`config.mk`:
```
export PLATFORM = sky130hd
export DESIGN_NAME = mem_byte_sequencer
export DESIGN_NICKNAME = d
export VERILOG_FILES = /design/src/rtl/mem_byte_sequencer.sv
export SDC_FILE = /design/constraint.sdc
export NUM_CORES = 1
export LEC_CHECK = 0
export BUFFER_PORTS_ARGS = -buffer_cell sky130_fd_sc_hd__buf_2
export CAP_MARGIN = 10
export CORE_UTILIZATION = 48
export DETAILED_ROUTE_END_ITERATION = 6
export PLACE_DENSITY = 0.85
export SYNTH_ARGS = -nofsm -noshare
export SYNTH_HDL_FRONTEND = slang
export SYNTH_SLANG_ARGS = --single-unit
```
`constraint.sdc`:
```
create_clock -name clk -period 2.91 [get_ports clk]
set_clock_uncertainty 0.1 [all_clocks]
set_input_delay 0.582 -clock clk [delete_from_list [all_inputs] [get_ports clk]]
set_output_delay 0.582 -clock clk [all_outputs]
set_load 0.02 [all_outputs]
```
`src/rtl/mem_byte_sequencer.sv`:
```
// rtl/mem_byte_sequencer.sv - byte-serial responder for cache-to-memory requests
//
// Turns one 1/2/4-byte load or store into consecutive byte cycles on a
// byte-wide RAM/IO bus. Load results are assembled little-endian and then
// sign- or zero-extended. Stores into the IO region wait while the IO
// buffer is full.
//
// Ports:
//   clk            rising-edge clock
//   rst            asynchronous active-low reset
//   rdy            global enable; low freezes all state and idles the bus
//   clear          synchronous abort of any in-flight request
//   valid/wr/addr/len/data   request (len[1:0] size, len[2] zero-extend)
//   ready/res      one-cycle completion pulse and load result
//   mem_din        RAM read byte, valid the cycle after its address
//   mem_dout/mem_a/mem_wr    byte write data, byte address, write strobe
//   io_buffer_full IO output buffer full, sampled per written byte

module mem_byte_sequencer #(
  parameter logic [31:0] IO_BASE = 32'h00030000,
  parameter int          BYTE_W  = 8
) (
  input  logic              clk,
  input  logic              rst,
  input  logic              rdy,
  input  logic              clear,
  input  logic              valid,
  input  logic              wr,
  input  logic [31:0]       addr,
  input  logic [2:0]        len,
  input  logic [31:0]       data,
  output logic              ready,
  output logic [31:0]       res,
  input  logic [BYTE_W-1:0] mem_din,
  output logic [BYTE_W-1:0] mem_dout,
  output logic [31:0]       mem_a,
  output logic              mem_wr,
  input  logic              io_buffer_full
);

  typedef enum logic [1:0] {
    S_IDLE,
    S_READ,
    S_WRITE,
    S_DONE
  } state_t;

  state_t      state;
  logic [31:0] base;
  logic [2:0]  n;       // request size in bytes: 1, 2 or 4
  logic        sext;
  logic [31:0] wdata;
  logic [2:0]  idx;
  logic [31:0] rbuf;

  logic [31:0] cur_a;
  logic        wr_stall;
  logic        active;
  logic [31:0] res_ext;

  assign cur_a    = base + {29'd0, idx};
  assign wr_stall = (cur_a[17:16] == IO_BASE[17:16]) && io_buffer_full;
  // Outputs are idle whenever the sequencer is frozen or being aborted.
  assign active   = rdy && !clear;

  always_ff @(posedge clk or negedge rst) begin
    if (!rst) begin
      state <= S_IDLE;
      base  <= 32'd0;
      n     <= 3'd1;
      sext  <= 1'b0;
      wdata <= 32'd0;
      idx   <= 3'd0;
      rbuf  <= 32'd0;
    end else if (clear) begin
      state <= S_IDLE;
      idx   <= 3'd0;
      rbuf  <= 32'd0;
    end else if (rdy) begin
      case (state)
        S_IDLE: begin
          if (valid) begin
            base  <= addr;
            n     <= len[1] ? 3'd4 : (len[0] ? 3'd2 : 3'd1);
            sext  <= ~len[2];
            wdata <= data;
            idx   <= 3'd0;
            // Cleared so a store completes with an all-zero result.
            rbuf  <= 32'd0;
            state <= wr ? S_WRITE : S_READ;
          end
        end
        S_READ: begin
          // mem_din holds the byte addressed one cycle earlier (idx-1).
          for (int i = 0; i < 4; i++) begin
            if (idx == 3'(i + 1)) begin
              rbuf[i*BYTE_W +: BYTE_W] <= mem_din;
            end
          end
          if (idx == n) begin
            state <= S_DONE;
          end else begin
            idx <= idx + 3'd1;
          end
        end
        S_WRITE: begin
          if (!wr_stall) begin
            idx <= idx + 3'd1;
            if (idx == n - 3'd1) begin
              state <= S_DONE;
            end
          end
        end
        S_DONE: begin
          state <= S_IDLE;
        end
        default: begin
          state <= S_IDLE;
        end
      endcase
    end
  end

  always_comb begin
    case (n)
      3'd1:    res_ext = {{24{sext & rbuf[7]}}, rbuf[7:0]};
      3'd2:    res_ext = {{16{sext & rbuf[15]}}, rbuf[15:0]};
      default: res_ext = rbuf;
    endcase
  end

  always_comb begin
    ready    = 1'b0;
    res      = 32'd0;
    mem_a    = 32'd0;
    mem_dout = '0;
    mem_wr   = 1'b0;
    if (active) begin
      case (state)
        S_READ: begin
          if (idx < n) begin
            mem_a = cur_a;
          end
        end
        S_WRITE: begin
          mem_a    = cur_a;
          mem_dout = wdata[{idx[1:0], 3'b000} +: BYTE_W];
          mem_wr   = !wr_stall;
        end
        S_DONE: begin
          ready = 1'b1;
          res   = res_ext;
        end
        default: begin
        end
      endcase
    end
  end

endmodule

```
==> summary.md <==
| Metric | Value |
|---|---|
| Area after DPL | `just under 0.007 mm²` |
| Slowest stage delay, CP | `approximately 370 ps` |
| HP Class | `in -> async` |
| Core ar. | `roughly 0.012 mm²` |
| Status | `finished with violations` |
| Placed cell count | `around 800` |
| Pre-antenna DRT Iters | `6` |
| Register bit total from synthesis | `approximately 110` |
| Total GRT Usage | `about a quarter` |
| Slew Limit Fails | `0` |
| Switching share of total power | `about a third` |
| CP Cell Sequence | `ha_2, inv_2, fa_2, nor2b_4, o211a_4, and2_4, nand4_1, xor2_1, nor2_2, buf_6` |
| Dominant synthesized flop cell | `dfrtp_1` |
| H-Tree Depth | `3` |
| Reg2reg start | `base[0]` |
| EDFF count, synth | `0` |
| Relative slew slack | `42.9%` |
| Worst R2R Setup Slack | `300 ps` |
| Critical path data required time | `between 2000 and 2500 ps` |
| # diodes | `0` |
| Worst setup margin | `-403 ps` |
| Logic pwr share | `~24%` |
| Leak Pwr | `roughly 3.8 nW` |
| Part of the power in registers | `a little under half` |
| Layout cells sized above 1 | `a little under three fifths` |
| Worst reg2reg path depth | `11` |
| Initial drt markers | `251` |
| Worst slew pin tran | `around 860 ps` |
| Sequential fraction of the synthesis area | `around 45%` |
| CP Capture Type | `output port` |
| Synth cell types | `between 50 and 60` |
| Worst Path Max Fanout | `6` |
| Setup WS pre-CTS | `-43.7 ps` |
| RSZ-0062 raised after global routing | `true` |
| Total Power | `between 4 and 5 mW` |
| Global route overflow | `0` |
| Top Ports | `between 150 and 200` |
| Cell-internal power | `between 2 and 3 mW` |
| GPL Wtd Cong | `~0.85` |
| Final HPWL DP | `just under 10 mm` |
| DR WL/cell | `around 20 µm` |
| Peak supply drop | `between 0.0004 and 0.0005 V` |
| Clock Power Share | `27.9%` |
| Clock Tree Root | `clkbuf_16` |
| Die ar. | `0.0126 mm²` |
| Syn-to-layout area delta | `38.7%` |
| Final Non-Filler Cells | `around 850` |
| Pin count of the biggest net entering global routing | `roughly 110` |
| Worst-Skew Late Latency | `roughly 350 ps` |
| Failing checks | `DRC, setup timing` |
| Data arrival, critical path | `2630 ps` |
| Fmax | `between 0.3 and 0.4 GHz` |
| Final #Nets | `between 800 and 900` |
| Ys async rst share | `100%` |
| Syn Inst Count | `about 510` |
| Port-buffer cells | `155` |
| Final min period | `roughly 3300 ps` |
| Mapped Area | `roughly 0.006 mm²` |
| NetSw | `between 1 and 1.5 mW` |
| Hold Buf Count CTS | `0` |
| Vias in the first global route | `approximately 4,800` |
| Antenna Violating Nets Remaining | `0` |
| Critical R2R Capture | `idx[0]` |
| CP max stage cell | `dfrtp_1` |
| Total of max-cap violations | `0` |
| First-pass GRT wire length | `about 24 mm` |
| # clock sinks | `between 100 and 150` |
| Initial Util | `roughly half` |
| Die Span X | `112 µm` |
| Avg Inst Size Synth | `about 11 µm²` |
| Syn. warnings | `0` |
| Total power per unit cell area | `519 mW/mm²` |
| Syn_nets | `around 600` |
| Final Util | `a little over two thirds` |
| DR DRC count | `9` |
| Startpoint class of the critical path | `flop` |
| Vias per cell | `5.78` |
| Deepest clock path buffer count | `2` |
| Height of the chip | `about 110 µm` |
| # rows | `39` |
| CTS tree | `built` |
| Clock Pin Slew Worst Setup and Hold Paths | `~70 ps` |
| Initial antenna violation count | `0` |
| Setup violators final | `33` |
| Final instance area | `around 0.008 mm²` |
| Crit Path Class | `reg -> out` |
| CTS Buf Count | `9` |
| Tcrit/Tclk final | `114%` |
| Final hold viol count | `0` |
| WL final | `17.0 mm` |
| Via count | `approximately 5,000` |
-- power groups by stage --
stage | combinational, mW | clock (mW) | sequential, mW
2_1_floorplan | 0.642 | 0 | 1.92
3_3_place_gp | 0.809 | 0 | 1.96
3_5_place_dp | 0.852 | 0 | 1.99
4_1_cts | 0.890 | 1.18 | 1.97
5_1_grt | 1.10 | 1.24 | 2.04
6_report | 1.02 | 1.17 | 2.01
-- cells in the final DEF (no fill, tap or decap), types with 9 or more instances in the layout --
cell / n
and2_1: 9
nand2_1: 25
mux2_2: 98
nor2b_1: 15
a21oi_1: 15
xor2_1: 13
o21a_1: 16
buf_4: 36
nor2_2: 9
and3_1: 12
buf_6: 35
nor2_4: 18
buf_2: 121
inv_1: 15
clkbuf_16: 11
dfrtp_1: 103
ha_1: 13
-- logic make-up (layout without fill, tap and decap cells) --
kind of cell,count (synthesis),in the layout,share of synthesized area (%)
buffers and inverters,39,235,2.62
and+or+nand+nor,146,146,13.7
xor gates and xnor gates,28,28,4.46
adders and majority gates,19,19,4.21
muxes,107,107,22.2
DFF,105,105,45.1
AOI/OAI and AO/OA,68,68,7.75
-- through the flow --
stage / hold WS (ps) / setup TNS [ps]
floorplan: 186 / 0
global placement: 383 / 0
detailed placement: 390 / -291
CTS: 234 / -2420
global route: 237 / -8150
finish: 183 / -5150
-- cells in the mapped netlist, types with 10 or more instances --
cell / number / area share, %
a21oi_1: 19 / 1.6
and2_1: 10 / 1.1
and3_1: 14 / 1.5
clkbuf_1: 16 / 1.0
dfrtp_1: 104 / 45
ha_1: 18 / 3.9
inv_1: 18 / 1.2
mux2_2: 98 / 19
nand2_1: 29 / 1.9
nand3_1: 10 / 0.86
nor2_1: 35 / 2.3
nor2b_1: 18 / 1.9
o21a_1: 16 / 2.1
o21ai_0: 10 / 0.86
xor2_1: 19 / 2.9
-- sequential cells by signal, summed over array words and instances (netlist names) --
name   count
rbuf      32
wdata     32
n          3
state      2
idx        3
base      32
sext       1
-- worst max path at each step --
stage                       start        end  slack [ps]  depth (start not counted)
after floorplan            idx[2]  mem_a[31]           4                          8
after global placement    base[0]     mem_wr          90                          9
after detailed placement   idx[0]  mem_a[30]         -40                         10
after CTS                 base[0]  mem_a[30]        -160                         10
after global routing      base[0]  mem_a[30]        -470                         10
final                     base[0]  mem_a[30]        -400                         10
-- layer usage --
metal | part of all wire, % | routed length [µm] | global-route usage (%)
met1 | 38 | 6480 | 28.8
met2 | 52 | 8820 | 41.4
met3 | 6.1 | 1030 | 4.75
met4 | 3.8 | 640 | 9.60
met5 | 0 | 0 | 0
-- what timing repair did --
item                       4_1_cts  5_1_grt
setup endpoints to repair       49       49
pin swaps                       15       24
cloned                           1        4
setup buffers                   10       10
gates resized for setup         71      106
-- cell type report --
cell class	instances	area, µm²
Sequential cell	105	2630
Multi-Input combinational cell	368	3470
Inverter	18	75.1
Clock buffer	12	246
Timing Repair Buffer	201	1460
Clock inverter	4	30.0
Tap cell	143	179
Fill cell	785	3530
-- worst max-delay path: cells and delay by family, from the launching register on --
family / cells / cell delay [ps]
and+or+nand+nor: 4 / 740
xor gates and xnor gates: 1 / 250
AOI/OAI and AO/OA: 1 / 200
adders and majority gates: 2 / 560
DFF: 1 / 370
buffers and inverters: 2 / 180
Note: power is estimated with default switching activity, not from simulation.
